### src/rtl/weight_bram_scheduler.sv
// Weight BRAM scheduler: shares BRAM port A between AXIS weight writes and
// compute-side reads, and tracks the read pointer driven by the loader FSM.
module weight_bram_scheduler #(
  parameter int BRAM_ADDRESS_WIDTH   = 12,
  parameter int C_S_AXIS_TDATA_WIDTH = 32
) (
  input  logic                            clk,
  input  logic                            rst,
  input  logic                            wr_start,
  input  logic [C_S_AXIS_TDATA_WIDTH-1:0] s_axis_tdata,
  input  logic                            s_axis_tvalid,
  input  logic                            s_axis_tlast,
  output logic                            s_axis_tready,
  input  logic                            weight_load_busy,
  input  logic                            address_reset,
  input  logic                            bram_control_add1,
  input  logic                            bram_control_add2,
  input  logic                            bram_port_sel,
  output logic                            weight_from_bram_valid,
  output logic [C_S_AXIS_TDATA_WIDTH-1:0] weight_out,
  output logic [BRAM_ADDRESS_WIDTH-1:0]   bram_addr_a,
  output logic [BRAM_ADDRESS_WIDTH-1:0]   bram_addr_b,
  output logic                            bram_en_a,
  output logic                            bram_en_b,
  output logic                            bram_we_a,
  output logic [C_S_AXIS_TDATA_WIDTH-1:0] bram_din_a,
  input  logic [C_S_AXIS_TDATA_WIDTH-1:0] bram_dout_a,
  input  logic [C_S_AXIS_TDATA_WIDTH-1:0] bram_dout_b,
  output logic                            wr_busy,
  output logic                            write_done,
  output logic                            wr_overflow
);
  localparam int AW = BRAM_ADDRESS_WIDTH;
  localparam int DW = C_S_AXIS_TDATA_WIDTH;
  localparam logic [AW-1:0] ADDR_MAX = {AW{1'b1}};

  typedef enum logic [1:0] {
    ST_IDLE  = 2'd0,
    ST_WRITE = 2'd1,
    ST_READ  = 2'd2
  } state_t;

  state_t        state_r;
  logic [AW-1:0] wr_addr_r;
  logic [AW-1:0] rd_addr_r;
  logic [AW-1:0] rd_next_s;
  logic [AW-1:0] rd_step_s;
  logic          wr_pending_r;
  logic          wr_full_r;
  logic          wr_overflow_r;
  logic          valid_q_r;
  logic          write_done_r;
  logic          in_write_s;
  logic          in_read_s;
  logic          accept_s;
  logic          write_s;
  logic          chg_s;

  // State decode, beat acceptance and next read pointer.
  always_comb begin
    in_write_s = (state_r == ST_WRITE);
    in_read_s  = (state_r == ST_READ);
    accept_s   = in_write_s & s_axis_tvalid;
    write_s    = accept_s & ~wr_full_r;
    chg_s      = address_reset | bram_control_add1 | bram_control_add2;
    // {add2, add1} is add1 + 2*add2, so both strobes together step by 3
    rd_step_s  = {{(AW-2){1'b0}}, bram_control_add2, bram_control_add1};
    if (address_reset) begin
      rd_next_s = {AW{1'b0}};
    end else begin
      rd_next_s = rd_addr_r + rd_step_s;
    end
  end

  // BRAM port drive, status outputs and result mux.
  always_comb begin
    s_axis_tready          = in_write_s;
    wr_busy                = in_write_s;
    bram_we_a              = write_s;
    bram_en_a              = accept_s | in_read_s;
    bram_en_b              = in_read_s;
    bram_din_a             = write_s ? s_axis_tdata : {DW{1'b0}};
    bram_addr_a            = in_read_s ? rd_addr_r : wr_addr_r;
    bram_addr_b            = rd_addr_r + {{(AW-1){1'b0}}, 1'b1};
    weight_out             = bram_port_sel ? bram_dout_b : bram_dout_a;
    weight_from_bram_valid = valid_q_r & in_read_s;
    write_done             = write_done_r;
    wr_overflow            = wr_overflow_r;
  end

  // Arbitration FSM, write pointer, read pointer and valid tracking.
  always_ff @(posedge clk) begin
    if (rst) begin
      state_r       <= ST_IDLE;
      wr_addr_r     <= {AW{1'b0}};
      rd_addr_r     <= {AW{1'b0}};
      wr_pending_r  <= 1'b0;
      wr_full_r     <= 1'b0;
      wr_overflow_r <= 1'b0;
      valid_q_r     <= 1'b0;
      write_done_r  <= 1'b0;
    end else begin
      rd_addr_r    <= rd_next_s;
      valid_q_r    <= in_read_s & ~chg_s;
      write_done_r <= 1'b0;
      case (state_r)
        ST_IDLE: begin
          if (weight_load_busy) begin
            state_r <= ST_READ;
            if (wr_start) begin
              wr_pending_r <= 1'b1;
            end
          end else if (wr_pending_r | wr_start) begin
            state_r       <= ST_WRITE;
            wr_pending_r  <= 1'b0;
            wr_addr_r     <= {AW{1'b0}};
            wr_full_r     <= 1'b0;
            wr_overflow_r <= 1'b0;
          end
        end
        ST_WRITE: begin
          if (accept_s) begin
            // The top address is written once; later beats are swallowed
            if (wr_full_r) begin
              wr_overflow_r <= 1'b1;
            end else if (wr_addr_r == ADDR_MAX) begin
              wr_full_r <= 1'b1;
            end else begin
              wr_addr_r <= wr_addr_r + {{(AW-1){1'b0}}, 1'b1};
            end
            if (s_axis_tlast) begin
              state_r      <= ST_IDLE;
              write_done_r <= 1'b1;
            end
          end
        end
        ST_READ: begin
          if (wr_start) begin
            wr_pending_r <= 1'b1;
          end
          if (!weight_load_busy) begin
            state_r <= ST_IDLE;
          end
        end
        default: begin
          state_r <= ST_IDLE;
        end
      endcase
    end
  end

endmodule

### config.mk
export PLATFORM = sky130hd
export DESIGN_NAME = weight_bram_scheduler
export DESIGN_NICKNAME = d
export VERILOG_FILES = /design/src/rtl/weight_bram_scheduler.sv
export SDC_FILE = /design/constraint.sdc
export NUM_CORES = 1
export LEC_CHECK = 0
export ABC_AREA = 1
export CAP_MARGIN = 15
export CORE_MARGIN = 2
export CORE_UTILIZATION = 31
export DETAILED_ROUTE_END_ITERATION = 12
export PLACE_DENSITY = 0.8
export SLEW_MARGIN = 15
export SYNTH_ARGS = -nofsm -noshare
export SYNTH_HDL_FRONTEND = slang
export SYNTH_SLANG_ARGS = --single-unit
### constraint.sdc
create_clock -name clk -period 1.8 [get_ports clk]
set_clock_uncertainty 0.2 [all_clocks]
set_input_delay 0.27 -clock clk [delete_from_list [all_inputs] [get_ports clk]]
set_output_delay 0.27 -clock clk [all_outputs]
set_load 0.02 [all_outputs]
# Yosys cells after proc, flatten, opt, wreduce, memory -nomap -nowiden
# Cells that the tools add are included.
# totals
ff_bits,31
latch_bits,0
ramBits,0
mem_bits_ro,0
in_bits,106
out_inout_bits,96
word_cells,73
memories,0
# op_classes
addsub,3
n_mul,0
div,0
magnitude_cmp,0
eq_ne,12
n_shift,0
muxes,28
bitwise_logic,12
n_reduce_logical,10
# ops
op,n
12-bit two-way mux,6
32-bit two-way mux,2
"12-bit by 1-bit adder with 12-bit output, second input constant",2
12-bit one-hot mux with 2 select lines,1
12-bit by 2-bit adder with 12-bit output,1
"12-bit == test, second input constant",1
"2-bit != test, second input constant",6
1-bit two-way mux,10
2-bit two-way mux,5
4-bit AND reduction,2
1-bit one-hot mux with 2 select lines,3
2-bit one-hot mux with 3 select lines,1
6-bit AND reduction,1
5-bit AND reduction,1
1-bit AND,4
"2-bit by 1-bit != test with 1-bit output, second input constant",2
1-bit inverter,4
1-bit OR,4
2-bit nonzero test,2
"3-bit != test, second input constant",1
3-bit OR reduction,1
"2-bit by 1-bit == test with 1-bit output, second input constant",1
"2-bit == test, second input constant",1
2-bit logical NOT,1
2 further kinds,2

# Longest topological paths before layout
# depth
ltp_word,5
mapped_depth,9
mapped_depth_nobuf,9

# Least setup slack after synthesis
# No wires, ideal clock.
# synth_path
path_kind,register -> output
from,register state_r[0]
to,output port bram_din_a[10]
arrival_ns,1.544
required_time_ns,1.330
slack_ns,-0.214
path_stages_with_launch,8
n_path_buf,1
path_cell_list,dfxtp_1 nand2_1 nor2_1 inv_1 nor2_1 inv_1 buf_2 nor2_1
# synth_via
elab_chain_len,4
# synth_rtl
item,line,rtl
"start, declared",43,state_t state_r;
"start signal, assigned",94,state_r <= ST_IDLE;
"start signal, assigned",109,state_r <= ST_READ;
"start signal, assigned",114,state_r <= ST_WRITE;
2-bit by 1-bit == test with 1-bit output,61,in_write_s = (state_r == ST_WRITE);
1-bit AND,63,accept_s = in_write_s & s_axis_tvalid;
1-bit AND,64,write_s = accept_s & ~wr_full_r;
via bram_we_a,25,"output logic bram_we_a,"
32-bit two-way mux,82,bram_din_a = write_s ? s_axis_tdata : {DW{1'b0}};
"end, declared",26,"output logic [C_S_AXIS_TDATA_WIDTH-1:0] bram_din_a,"
# The timed path passes the listed nets, and every way through them passes these cells.

# Final worst setup path
# layout_path
from,register state_r[1]
to,output port bram_din_a[8]
# layout_via
elab_chain_len,4
# layout_rtl
item,line
2-bit by 1-bit == test with 1-bit output,61
1-bit AND,63
1-bit AND,64
32-bit two-way mux,82
# Every way passes these cells.

==> impl_metrics.tcl <==
set metrics [dict create \
    dr.first_iter.drc_count 293 \
    critPathKind "reg2out" \
    end_kind "primary output" \
    rsz0062_at_grt "true" \
    grt_start_max_net_pins 17 \
    cp_slowest_cell "dfxtp_2" \
    core_sq_mm 0.00826 \
    maxCapViolations 0 \
    slew_headroom_pct 78.7 \
    row_count 33 \
    yosysWarnings 0 \
    hold_start "bram_control_add1" \
    port_buffers 201 \
    routedWlPerCell_um 21.0 \
    regToRegSetupSlack_ns -0.13 \
    fin_crit_sh_pct 116 \
    drive_above_1_share_pct 49.2 \
    r2r_cells 9 \
    dp_hpwl_um 11100 \
    yosys-top-cells-count "inv_1, nor2_1, nand2_1" \
    period_needed_ns 2.09 \
    drc 0 \
    async_flop_share_pct 0 \
    synth_cell_types 32 \
    yosys-top-cells-area "dfxtp_1, mux2_2, inv_1" \
    viasPerCell 5.19 \
    power_density_mw_per_mm2 431 \
    outcome "finished, violations left" \
    synth-main-ff-cell "dfxtp_1" \
    placed_cell_area_sq_mm 0.00517 \
    track_usage_pct 30.8 \
    worstPathMaxFanout 8 \
    vias 4156 \
    syn-cell-area_sq_mm 0.00266 \
    seq_area_frac_synth_pct 23.3 \
    insertion_delay_ns 0.29 \
    tightestPinTransition_ns 0.320 \
    crit_chain "inv_2 -> nand2_2 -> nor2_2 -> inv_2 -> nor2_4 -> clkinv_4 -> clkbuf_16 -> nor2_2 -> buf_4" \
    maxSlewViolCount 0 \
    irDropWorstVdd_uv 420 \
    die_w_um 96.6 \
    fin_setup_tns_ns -11.34 \
    layout.nets 803 \
    grt_antenna_before_repair 2 \
    ios 202 \
    clockBufferDepth 2 \
    startpoint_type "flip-flop" \
    grt-ovfl-total 0 \
    r2r-end "rd_addr_r[8]" \
    gp_congestion 0.947 \
    avgSynthCellArea_sq_um 6.49 \
    routed_wl_um 16900 \
    min_to "valid_q_r" \
    first_global_vias 4107 \
    grt_first_pass_wirelength_um 22900 \
    cts_root_buf "clkbuf_8" \
    worst-endpoint-required_ns 1.33 \
    die_h_um 96.6 \
    synth_edf_count 0 \
    cts_buffers 5 \
    hold_class "in2reg" \
    leakage_nw 2.69 \
    first_pass_iters 5 \
    clock.fmax_ghz 0.479 \
    syn2layout_area_growth_pct 131 \
    cts_tree "built" \
    min_path_cells 2 \
    worstSetupStartpoint "state_r[1]" \
    clock-sinks 31 \
    path_clk_slew_ns 0.07 \
    die_area_sq_mm 0.00934 \
    final_antenna_net_count 0 \
    layout_setup_ws_ns -0.286 \
    synth_area_leader_cell "dfxtp_1" \
    arrival_ns 1.62 \
    synthCells 410 \
    fin_area_sq_mm 0.00615 \
    hold_viol 0 \
    violations "negative setup slack" \
    setup_viol_count_final 62 \
    yosys.cell_count.top_type "inv_1" \
    initial_utilization_pct 32.2 \
    ys_ff_latch 31 \
    synth_nets 521 \
    r2r-start "rd_addr_r[0]" \
    htreeDepth 2 \
    slowest_delay_ns 0.33 \
    synth_top_area_share_pct 23.3 \
]
how the worst max path moves through the flow:
| stage | to | slack (ns) | cells after the start |
|---|---|---|---|
| floorplan | bram_din_a[10] | -0.09 | 7 |
| global placement | bram_din_a[3] | -0.69 | 9 |
| detailed placement | bram_din_a[20] | -0.74 | 9 |
| CTS | bram_din_a[20] | -0.25 | 10 |
| global route | bram_din_a[8] | -0.36 | 9 |
| finish | bram_din_a[8] | -0.29 | 9 |
power breakdown:
group	total, mW	switching [mW]	internal, mW
clock network	0.633	0.283	0.349
logic	1.29	0.661	0.634
registers	0.725	0.0230	0.702
total	2.65	0.967	1.68
stage by stage:
stage	hold slack, ns	total power [mW]	instances	util (%)	setup slack [ns]
floorplan	0.148	1.24	410	-	-0.0865
global placement	0.244	1.80	760	62.6	-0.690
detailed placement	0.249	1.82	760	62.6	-0.740
CTS	0.163	2.51	789	68.8	-0.254
global route	0.187	2.74	801	74.5	-0.358
finish	0.174	2.65	801	74.5	-0.286
cell usage in the layout, fill, tap and decap left out, types with 14 or more instances in the layout:
cell type,netlist,layout
dfxtp_1,31,15
clkdlybuf4s50_1,0,103
inv_1,74,65
nand3_1,20,18
nor2_1,73,24
mux2_2,30,31
clkdlybuf4s15_2,0,17
buf_6,3,45
nand2_1,70,56
o21ai_1,2,14
dlygate4sd2_1,0,18
nand2_2,9,21
nor2_4,3,42
buf_4,1,95
repair_timing:
item,4_1_cts,5_1_grt
setup endpoints to repair,102,77
gates resized for setup,474,118
hold buffers,0,0
gates cloned,3,2
buffers inserted,18,10
pin swaps,24,34
worst max-delay path, delay by kind of cell, from the launching register on:
family / cells / cell delay (ns)
buf+inv: 5 / 0.60
simple gates: 4 / 0.40
flops: 1 / 0.33
kinds of logic after synthesis:
group | count (synthesis) | synth area share [%]
buf+inv | 92 | 15.0
xor+xnor | 11 | 3.62
flops | 31 | 23.3
mux | 32 | 13.5
compound gates | 45 | 9.60
fa+ha+maj | 5 | 2.63
simple gates | 194 | 32.3
metal layers:
layer	part of all wire, %	track usage (%)	wire length [um]
met1	36	34.5	6140
met2	52	58.6	8790
met3	6.8	4.99	1150
met4	4.6	10.4	780
met5	0	0	0
registers in the layout (all words and copies together) (netlist names):
name / flops
state_r: 2
rd_addr_r: 12
wr_pending_r: 1
wr_full_r: 1
wr_addr_r: 12
wr_overflow: 1
write_done: 1
valid_q_r: 1
cell type report:
type,count,area (sq um)
antenna,3,7.51
clock buffer,8,100
fill,531,2100
inverter,75,293
multi-input combinational,288,2190
sequential,31,653
tap,105,131
timing repair buffer,291,2780
Note: power is estimated with default switching activity, not from simulation.
